### src/rtl/disp_arb_pkg.sv
// -----------------------------------------------------------------------------
// disp_arb_pkg
// Shared definitions for the display-sharing arbiter:
//   - state_t     : arbiter FSM states (IDLE, GRANT, GAP)
//   - BLANK_DATA  : data word driven while no requester owns the display
//   - BLANK_MASK  : digit mask driven while no requester owns the display
// -----------------------------------------------------------------------------
package disp_arb_pkg;

  typedef enum logic [1:0] {
    IDLE  = 2'd0,
    GRANT = 2'd1,
    GAP   = 2'd2
  } state_t;

  localparam logic [31:0] BLANK_DATA = 32'h0000_0000;
  localparam logic [7:0]  BLANK_MASK = 8'h00;

endpackage

### src/rtl/disp_share_arbiter_rr_pick.sv
// -----------------------------------------------------------------------------
// rr_pick
// Combinational round-robin search. Starting at last_owner+1 and wrapping
// modulo N_REQ, the first index with req high wins.
// Ports:
//   req        in  N_REQ  level requests
//   last_owner in  OW     index of the most recent owner
//   winner     out OW     selected index (0 when no request is pending)
//   any        out 1      at least one request is high
// -----------------------------------------------------------------------------
module rr_pick #(
  parameter int N_REQ = 4,
  parameter int OW    = $clog2(N_REQ)
) (
  input  logic [N_REQ-1:0] req,
  input  logic [OW-1:0]    last_owner,
  output logic [OW-1:0]    winner,
  output logic             any
);

  logic          found;
  logic [OW-1:0] idx;

  // The previous owner is visited last (offset N_REQ), so it can only win
  // again when nobody else is requesting.
  always_comb begin
    winner = '0;
    found  = 1'b0;
    idx    = '0;
    for (int k = 1; k <= N_REQ; k++) begin
      idx = OW'((int'(last_owner) + k) % N_REQ);
      if (!found && req[idx]) begin
        winner = idx;
        found  = 1'b1;
      end
    end
  end

  assign any = |req;

endmodule

### src/rtl/disp_share_arbiter.sv
// -----------------------------------------------------------------------------
// disp_share_arbiter
// Time-shares the 8-digit seven-segment display path among N_REQ requesters.
// One owner at a time is chosen round-robin; an owner keeps the grant for at
// least MIN_HOLD cycles and is rotated out after MAX_HOLD cycles when another
// requester is waiting. GAP_CYCLES blank cycles separate consecutive owners.
//
// Ports:
//   clk        in  1          system clock
//   reset      in  1          synchronous, active-high reset
//   req        in  N_REQ      level request per requester
//   req_data   in  32*N_REQ   hex value per lane, lane i = [32i+31:32i]
//   req_mask   in  8*N_REQ    digit enables per lane, lane i = [8i+7:8i]
//   grant      out N_REQ      one-hot current owner, zero when none
//   owner      out OW         index of the current or last owner
//   busy       out 1          high in GRANT and GAP
//   disp_data  out 32         registered value to the display driver
//   disp_mask  out 8          registered digit enables (0 = all blank)
//
// Build option:
//   DISP_ARB_PREEMPT_EN  when defined, requester 0 is urgent: it forces an
//                        owner past its minimum hold into GAP, and it is
//                        checked first when arbitrating at the end of a GAP.
// -----------------------------------------------------------------------------
module disp_share_arbiter
  import disp_arb_pkg::*;
#(
  parameter int N_REQ      = 4,
  parameter int MIN_HOLD   = 4,
  parameter int MAX_HOLD   = 16,
  parameter int GAP_CYCLES = 2
) (
  input  logic                       clk,
  input  logic                       reset,
  input  logic [N_REQ-1:0]           req,
  input  logic [32*N_REQ-1:0]        req_data,
  input  logic [8*N_REQ-1:0]         req_mask,
  output logic [N_REQ-1:0]           grant,
  output logic [$clog2(N_REQ)-1:0]   owner,
  output logic                       busy,
  output logic [31:0]                disp_data,
  output logic [7:0]                 disp_mask
);

  localparam int OW = $clog2(N_REQ);
  localparam int TW = $clog2(MAX_HOLD + 1);
  localparam int GW = $clog2(GAP_CYCLES + 1);

  localparam logic [TW-1:0] MIN_LAST = TW'(MIN_HOLD - 1);
  localparam logic [TW-1:0] MAX_LAST = TW'(MAX_HOLD - 1);
  localparam logic [GW-1:0] GAP_LAST = GW'(GAP_CYCLES - 1);

  state_t        state;
  logic [OW-1:0] last_owner;
  logic [TW-1:0] timer;
  logic [GW-1:0] gap_cnt;

  logic [OW-1:0] rr_winner;
  logic          any_req;
  logic [OW-1:0] pick;
  logic [31:0]   pick_data;
  logic [7:0]    pick_mask;
  logic [31:0]   own_data;
  logic [7:0]    own_mask;
  logic          others;
  logic          preempt;
  logic          leave;
  logic          gap_last;
  logic          enter;

  // Timer saturates so a sole requester can hold forever without wrapping.
  function automatic logic [TW-1:0] sat_inc(input logic [TW-1:0] v);
    return (v >= MAX_LAST) ? MAX_LAST : v + TW'(1);
  endfunction

  function automatic logic [N_REQ-1:0] onehot(input logic [OW-1:0] idx);
    logic [N_REQ-1:0] r;
    r      = '0;
    r[idx] = 1'b1;
    return r;
  endfunction

  rr_pick #(
    .N_REQ (N_REQ),
    .OW    (OW)
  ) u_rr_pick (
    .req        (req),
    .last_owner (last_owner),
    .winner     (rr_winner),
    .any        (any_req)
  );

  always_comb begin
    pick = rr_winner;
`ifdef DISP_ARB_PREEMPT_EN
    if (state == GAP && req[0]) begin
      pick = '0;
    end
`endif
  end

`ifdef DISP_ARB_PREEMPT_EN
  assign preempt = req[0] && (owner != '0);
`else
  assign preempt = 1'b0;
`endif

  assign pick_data = req_data[pick*32 +: 32];
  assign pick_mask = req_mask[pick*8 +: 8];
  assign own_data  = req_data[owner*32 +: 32];
  assign own_mask  = req_mask[owner*8 +: 8];

  // grant is one-hot on the owner while in GRANT, so this is "anyone else".
  assign others   = |(req & ~grant);
  assign leave    = (timer >= MIN_LAST) &&
                    (!req[owner] || ((timer >= MAX_LAST) && others) || preempt);
  assign gap_last = (gap_cnt == GAP_LAST);
  assign enter    = any_req && ((state == IDLE) || (state == GAP && gap_last));

  always_ff @(posedge clk) begin
    if (reset) begin
      state      <= IDLE;
      grant      <= '0;
      owner      <= '0;
      busy       <= 1'b0;
      disp_data  <= BLANK_DATA;
      disp_mask  <= BLANK_MASK;
      last_owner <= OW'(N_REQ - 1);
      timer      <= '0;
      gap_cnt    <= '0;
    end else if (enter) begin
      state      <= GRANT;
      grant      <= onehot(pick);
      owner      <= pick;
      last_owner <= pick;
      busy       <= 1'b1;
      disp_data  <= pick_data;
      disp_mask  <= pick_mask;
      timer      <= '0;
      gap_cnt    <= '0;
    end else begin
      case (state)
        IDLE: begin
          grant     <= '0;
          busy      <= 1'b0;
          disp_data <= BLANK_DATA;
          disp_mask <= BLANK_MASK;
        end
        GRANT: begin
          if (leave) begin
            state     <= GAP;
            grant     <= '0;
            disp_data <= BLANK_DATA;
            disp_mask <= BLANK_MASK;
            gap_cnt   <= '0;
          end else begin
            // Display keeps tracking the owner's lane even after it drops req.
            disp_data <= own_data;
            disp_mask <= own_mask;
            timer     <= sat_inc(timer);
          end
        end
        GAP: begin
          if (gap_last) begin
            state   <= IDLE;
            busy    <= 1'b0;
            gap_cnt <= '0;
          end else begin
            gap_cnt <= gap_cnt + GW'(1);
          end
        end
        default: begin
          state     <= IDLE;
          grant     <= '0;
          busy      <= 1'b0;
          disp_data <= BLANK_DATA;
          disp_mask <= BLANK_MASK;
        end
      endcase
    end
  end

endmodule

### config.mk
export PLATFORM = sky130hd
export DESIGN_NAME = disp_share_arbiter
export DESIGN_NICKNAME = d
export VERILOG_FILES = /design/src/rtl/disp_arb_pkg.sv /design/src/rtl/disp_share_arbiter_rr_pick.sv /design/src/rtl/disp_share_arbiter.sv
export SDC_FILE = /design/constraint.sdc
export NUM_CORES = 1
export LEC_CHECK = 0
export ABC_AREA = 1
export CORE_UTILIZATION = 35
export DETAILED_ROUTE_END_ITERATION = 8
export PLACE_DENSITY = 0.66
export REMOVE_ABC_BUFFERS = 1
export SYNTH_ARGS = -nofsm -noshare
export SYNTH_HDL_FRONTEND = slang
export SYNTH_SLANG_ARGS = --single-unit
export TNS_END_PERCENT = 50
### constraint.sdc
create_clock -name clk -period 2.6 [get_ports clk]
set_clock_uncertainty 0.15 [all_clocks]
set_input_delay 0.65 -clock clk [delete_from_list [all_inputs] [get_ports clk]]
set_output_delay 0.65 -clock clk [all_outputs]
set_load 0.02 [all_outputs]
### After elaboration in Yosys (flattened, before gate mapping)

Cells that the tools add are included.

* bits in latches: 0
* input port bits: 166
* memory bits (read-only): 0
* logic and storage cells: 107
* register bits: 58
* memories: 0
* memory bits (writable): 0
* output and inout port bits: 47

* bitwise gates (word level): 4
* reduce and logical (&&, ||, !) cells: 25
* multiply operators: 0
* equal/unequal tests: 10
* shift operators: 4
* add/subtract/negate cells: 6
* divide/modulo/power cells: 0
* $lt $le $gt $ge: 9
* muxes and demuxes: 39

Operator list (count)
* 128-bit by 8-bit indexed part select with 32-bit output: 2
* 32-bit two-way mux: 2
* 32-bit one-hot mux with 2 select lines: 1
* 32-bit by 6-bit indexed part select with 8-bit output: 2
* 2-bit by 3-bit less-than comparator with 1-bit output, second input constant: 6
* 2-bit two-way mux: 8
* 8-bit two-way mux: 2
* 8-bit one-hot mux with 2 select lines: 1
* 1-bit two-way mux: 12
* 1-bit binary-select mux with 2-bit select: 5
* 2-bit != test, second input constant: 5
* 1-bit logical AND: 8
* 4-bit two-way mux: 2
* 4-bit one-hot mux with 2 select lines: 1
* 2-bit AND reduction: 4
* 4-bit OR reduction: 2
* 2-bit by 1-bit adder with 2-bit output, second input constant: 3
* 3-bit != test, second input constant: 2
* 2-bit one-hot mux with 3 select lines: 1
* 3-bit AND reduction: 2
* 5-bit by 1-bit adder with 5-bit output, second input constant: 1
* 5-bit by 2-bit >= comparator with 1-bit output, second input constant: 1
* 5-bit by 4-bit >= comparator with 1-bit output, second input constant: 1
* 5-bit two-way mux: 1
* other kinds (15): 22

### Longest topological paths before layout

* depth after elaboration: 18
* depth in mapped cells: 16
* depth with buffers taken out: 15

### By module

From an unflattened synthesis, not the netlist that was laid out.

* cell total of the unflattened synthesis: 845
* area, all modules: 5073.6 µm²

Modules (own cells, without submodules)
* disp_share_arbiter: cells an instance 795, instances 1, sequential area each 1161.1 µm², area each 4772.1 µm²
* rr_pick: cells an instance 50, instances 1, sequential area each 0.0 µm², area each 301.5 µm²

### Least setup slack after synthesis

No wires, ideal clock.

* kind: reg2reg
* start: register timer[0]
* end: register disp_data[23]
* arrival time: 1.947 ns
* path slack: 0.432 ns
* clock period less this slack: 2.168 ns
* cell stages (with the launch flop): 17
* path buffers: 1
* setup time: 0.070 ns
* data required time: 2.380 ns
* path through: dfxtp_1 ha_1 nand2_1 nor2_1 ha_1 nor2_1 nand2_1 o21ai_0 nand3_1 nand2_1 nand2_1 inv_1 clkbuf_1 nand2_1 nand2_1 inv_1 a21oi_1

* word-level cells in the longest chain between the ends: 7
* elaborated cells on any way between the ends: 8
* classes of those cells: 2 x order compare; 3 x mux; 3 x reduce/logical

RTL lines
* from (decl): line disp_share_arbiter.sv:55 `logic [TW-1:0] timer;`
* from (signal assigned): line disp_share_arbiter.sv:160 `timer <= sat_inc(timer);`
* 5-bit by 4-bit >= comparator with 1-bit output: line disp_share_arbiter.sv:116 `(!req[owner] || ((timer >= MAX_LAST) && others) || preempt);`
* 1-bit logical AND: line disp_share_arbiter.sv:116
* 1-bit logical OR: line disp_share_arbiter.sv:116
* 1-bit logical AND (*): line disp_share_arbiter.sv:115 `assign leave = (timer >= MIN_LAST) &&`
* 32-bit two-way mux (*): line disp_share_arbiter.sv:150 `if (leave) begin`
* 32-bit one-hot mux with 2 select lines (*): line disp_share_arbiter.sv:142 `case (state)`
* 32-bit two-way mux (*): line disp_share_arbiter.sv:131 `end else if (enter) begin`
* to (signal assigned): line disp_share_arbiter.sv:137 `disp_data <= pick_data;`
* to (signal assigned): line disp_share_arbiter.sv:158 `disp_data <= own_data;`
* to (decl): line disp_share_arbiter.sv:41 `output logic [31:0] disp_data,`

Mark *: on every way between the ends. The rest lies on a longest branch, timed or not.
A chain may end at the register's enable or synchronous reset.

### Worst setup path in the final report

* start: register last_owner[0]
* end: register disp_mask[1]

* word-level cells in the longest chain between the ends: 15
* elaborated cells on any way between the ends: 27
* classes of those cells: 4 x add/sub; 1 x shift; 16 x mux; 6 x reduce/logical

RTL lines
* from (decl): line disp_share_arbiter.sv:54 `logic [OW-1:0] last_owner;`
* from (signal assigned): line disp_share_arbiter.sv:128 `last_owner <= OW'(N_REQ - 1);`
* from (signal assigned): line disp_share_arbiter.sv:135 `last_owner <= pick;`
* 2-bit by 1-bit adder with 2-bit output: line disp_share_arbiter_rr_pick.sv:31 `idx = OW'((int'(last_owner) + k) % N_REQ);`
* 1-bit binary-select mux with 2-bit select: line disp_share_arbiter_rr_pick.sv:32 `if (!found && req[idx]) begin`
* 1-bit two-way mux (implied by the code): line disp_share_arbiter_rr_pick.sv:32
* 1-bit two-way mux: line disp_share_arbiter_rr_pick.sv:32
* 1-bit logical NOT: line disp_share_arbiter_rr_pick.sv:32
* 1-bit logical AND: line disp_share_arbiter_rr_pick.sv:32
* 1-bit two-way mux: line disp_share_arbiter_rr_pick.sv:32
* 1-bit logical NOT: line disp_share_arbiter_rr_pick.sv:32
* 1-bit logical AND: line disp_share_arbiter_rr_pick.sv:32
* 1-bit two-way mux: line disp_share_arbiter_rr_pick.sv:32
* 1-bit logical NOT: line disp_share_arbiter_rr_pick.sv:32
* 1-bit logical AND: line disp_share_arbiter_rr_pick.sv:32
* 2-bit two-way mux (*): line disp_share_arbiter_rr_pick.sv:32
* 32-bit by 6-bit indexed part select with 8-bit output (*): line disp_share_arbiter.sv:109 `assign pick_mask = req_mask[pick*8 +: 8];`
* 8-bit two-way mux (*): line disp_share_arbiter.sv:131
* to (signal assigned): line disp_share_arbiter.sv:138 `disp_mask <= pick_mask;`
* to (signal assigned): line disp_share_arbiter.sv:159 `disp_mask <= own_mask;`
* to (decl): line disp_share_arbiter.sv:42 `output logic [7:0] disp_mask`

Mark *: on every way between the ends. The rest lies on a longest branch, timed or not. The select of a mux whose other input is x is not followed.

==> results <==
- The initial antenna violation count is 1.
- The sum of negative setup slack is 0 ps.
- The die is 128 um wide.
- In this run, synthesis produced a sequential element count of 58.
- The effective utilization at floorplan is 0.364.
- In this run the deepest clock path goes through 2 buffers.
- The internal power is 5.16 mW.
- Counting both buffers and inverters, the worst setup path holds a total of 3.
- The core region is 0.0154 sq mm.
- The cell row count is 45.
- The number of vias per cell is 5.16.
- For this design the ratio of total power to cell area is 1150 mW/mm^2.
- For this run, global-route usage on met2 was measured as 0.452.
- The switching part of the total power is 0.491.
- The Yosys step of the flow raised 0 warnings.
- The global placement routability congestion is 0.842.
- Counting tap cells, the placed design contains a total of 1,478 instances.
- In this run the mean area of a mapped cell was 5.19 sq um.
- In the final layout, the share of cells above drive strength 1 is 0.0849.
- The final max-slew violation count is 0.
- For this run, the share of the core covered by cells in the final layout is 0.572.
- In the post-synthesis netlist, the cell with the most instances is sky130_fd_sc_hd__nand2_1.
- The total length of routed wires is 23.7 mm.
- The TritonCTS buffer count is 9.
- The number of global-route vias before repair is 7,021.
- The critical register-to-register path endpoint is disp_mask[1].
- The synthesized design spends more area on one cell type than any other, namely sky130_fd_sc_hd__nand2_1.
- The register-to-register setup slack is 210 ps.
- In this run the power spent charging and discharging nets is 4.97 mW.
- In this run the number of cells on the critical path is 15.
- Buffers inserted to repair hold after CTS numbered 0.
- The met1 routing resource usage after global routing is 0.348.
- The global-route wire length before repair is 35.4 mm.
- The floorplan step set the die height to 128 um.
- Traced cell by cell, the critical path runs through inv_2, nand2_1, nand2_2, nand2_2, nand2_2, nor2_4, nand4_4, buf_6, buf_12, nand3_1, nand2_1, nand2_1, nand2_1, nand2_1, a21oi_2.
- The clock period could shrink to 2390 ps.
- For the pin with the worst max-slew slack, the measured transition is 595 ps.
- The portion of total power attributed to the clock network is 0.134.
- 213 I/O pins were placed.
- The required time reported for the critical path endpoint is 2660 ps.
- The total of endpoints with negative setup slack in the final report is 0.
- The reported max-cap violation count is 0.
- The largest fanout on the critical path is 36.
- The count of nets left with antenna violations once routing finished came out at 0.
- Data arrives at the worst endpoint at 2440 ps.
- The critical path launch point type is a register.
- Measured against its own limit, the worst slew margin works out to 0.604.
- The cell that appears most often on the critical path is sky130_fd_sc_hd__nand2_1.
- Counting flops with an async set or reset pin after synthesis yields a share of 0.
- Synthesis handed over a netlist of 1,078 instances.
- Once layout is complete, the cells apart from fillers number 1,506.
- The proportion of netlist area held by the largest area contributor is 0.325.
- The analysis attributes to cell leakage a power of 4.19 nW.
- Of the total power, combinational logic draws 0.723.
- The part of the power in registers is 0.142.
- In this run the worst setup path begins at last_owner[0].
- For this run, global-route usage on met3 was measured as 0.0503.
- After detailed routing, the number of remaining DRC violations is 0.
- The sequential-to-total area share from yosys stat is 0.208.
- The antenna cell count is 0.
- The detailed router finished its first iteration with 611 violations.
- The total count of hold-check failures in the final report was 0.
- Summing every instance area after synthesis gives 0.00559 sq mm.
- The critical path in this run is classified as reg -> reg.
- The wire length per cell is 15.8 um.
- The final clock period utilization by the worst path is 0.917.
- The maximum cell stage delay along the critical path is 430 ps.
- The number of distinct standard cells referenced by the synthesized netlist is 27.
- Entering global routing, the biggest net connects 57 pins.
- The beginning of the worst hold path is gap_cnt[1].
- The path class of the tightest hold or removal check is reg -> reg.
- In the global route stage, overall resource usage came out at 0.272.
- The highest ir drop seen on vdd is 0.539 mV.
- The H-tree was split into 3 levels.
- After synthesis, the most frequently instantiated cells are 484 x sky130_fd_sc_hd__nand2_1, 97 x sky130_fd_sc_hd__nand3_1, 93 x sky130_fd_sc_hd__nor2_1.
- Timing would allow up to 0.419 GHz.
- Counting flops with a built-in enable in the synthesized netlist gives 0.
- The tree is rooted in a sky130_fd_sc_hd__clkbuf_16.
- Clock-pin slew was measured on the worst setup and hold paths at 60 ps.
- STA classifies the critical path endpoint as a register.
- The placed instance area is 0.00815 sq mm.
- The iteration count of the initial detailed-routing pass is 5.
- The total grt overflow is 0.
- The net total in the final layout is 1,458.
- The termination of the worst setup path is disp_mask[1].
- Summed over all nets, the half-perimeter wirelength after detailed placement is 14.9 mm.
- Buffers placed on the I/O ports in this run total 212.
- The slowest stage of the critical path is the sky130_fd_sc_hd__dfxtp_2 cell.
- The floorplan step defined a die boundary enclosing 0.0165 sq mm.
- In this design, the largest share of critical-path delay is due to simple AND/OR/NAND/NOR gates.
- The most heavily used metal layer in global routing is met2.
- The worst reg2reg path depth is 15.
- The clock latency at the later pin of the worst-skew pair is 340 ps.
- Setup repair after global routing could not meet its margin everywhere.
- The tree built by TritonCTS fans out to 58 sinks.
- Yosys attributes the largest share of cell area to sky130_fd_sc_hd__nand2_1 32%, sky130_fd_sc_hd__dfxtp_1 21%, sky130_fd_sc_hd__nand3_1 8.7%, sky130_fd_sc_hd__o21ai_0 7.3%, sky130_fd_sc_hd__nor2_1 6.2%.
- With fillers left out, the area of the finished cells amounts to 0.00879 sq mm.
- Summing internal, switching and leakage power gives 10.1 mW.
- The run finished with clean final reports.
- Among all flip-flop cells after synthesis, the most frequent one is sky130_fd_sc_hd__dfxtp_1.
- Relative to the synthesized area, the layout overhead comes to 57.2%.
- TritonCTS built the clock tree.
- Across all layers, the routed design uses 7,777 vias.
- The launch point of the worst reg-to-reg path is last_owner[0].
## cell type report
type | instances | area, sq um
Fill cell | 1555 | 6580
Sequential cell | 58 | 1160
Timing Repair Buffer | 276 | 2880
Multi-Input combinational cell | 883 | 3910
Tap cell | 211 | 264
Inverter | 62 | 233
Clock buffer | 12 | 267
Clock inverter | 4 | 72.6
## layer usage
layer  up-vias  share of wire
met5         -        0.00034
met4         2          0.025
met3        42          0.085
met2       360           0.46
met1      3472           0.43
li1       3901              -
## kinds of logic (layout without fill, tap and decap cells)
| family | count (synthesis) | in the layout | share of synthesized area |
|---|---|---|---|
| simple gates | 689 | 690 | 0.495 |
| compound gates | 191 | 191 | 0.184 |
| buf+inv | 138 | 354 | 0.109 |
| flops | 58 | 58 | 0.208 |
| fa+ha+maj | 2 | 2 | 0.00447 |
## power groups by stage
stage          clock network, mW  registers [mW]  logic [mW]
6_report                    1.36            1.44        7.32
5_1_grt                     1.43            1.48        8.01
4_1_cts                     1.38            1.44        6.45
3_5_place_dp                   0            1.45        6.42
3_3_place_gp                   0            1.46        6.37
2_1_floorplan                  0            1.85        3.39
## how the worst min path moves through the flow
stage | slack [ps] | depth (start not counted) | to
after detailed placement | 290 | 2 | gap_cnt[1]
after global placement | 290 | 2 | gap_cnt[1]
final | 300 | 2 | gap_cnt[1]
after CTS | 300 | 2 | gap_cnt[1]
after floorplan | 270 | 2 | gap_cnt[1]
after global routing | 320 | 2 | gap_cnt[1]
## tightest hold or removal path, delay by kind of cell, from the launching register on
family / cells / cell delay (ps)
flip-flops: 1 / 310
AND/OR/NAND/NOR: 1 / 60
AO/OA/AOI/OAI: 1 / 40
## flip-flops by register name (all words and copies together) (netlist names)
name        flops
busy            1
disp_data      32
state           2
gap_cnt         2
timer           5
disp_mask       8
last_owner      2
owner           2
grant           4
## what timing repair did
| action | CTS | global route |
|---|---|---|
| cloned | 0 | 10 |
| gates resized for setup | 2 | 22 |
| pin swaps | 0 | 5 |
| endpoints found under the setup margin | 18 | 45 |
| setup buffers | 0 | 2 |
## stage by stage
step           hold WS [ps]  worst slack [ps]
5_1_grt                 323             -12.7
3_5_place_dp            287              -481
6_report                296               215
3_3_place_gp            286              -429
2_1_floorplan           271             -1910
4_1_cts                 295              26.4
## cell usage in the layout, fill, tap and decap left out, types with 15 or more instances in the layout
| cell | n |
|---|---|
| sky130_fd_sc_hd__buf_4 | 39 |
| sky130_fd_sc_hd__clkbuf_16 | 15 |
| sky130_fd_sc_hd__nand3_1 | 97 |
| sky130_fd_sc_hd__clkdlybuf4s50_1 | 207 |
| sky130_fd_sc_hd__o21ai_0 | 82 |
| sky130_fd_sc_hd__dfxtp_1 | 56 |
| sky130_fd_sc_hd__nand2_1 | 481 |
| sky130_fd_sc_hd__inv_1 | 55 |
| sky130_fd_sc_hd__nor2_1 | 93 |
| sky130_fd_sc_hd__a21oi_1 | 55 |
| sky130_fd_sc_hd__o22ai_1 | 40 |
(Power assumes the default switching activity.)
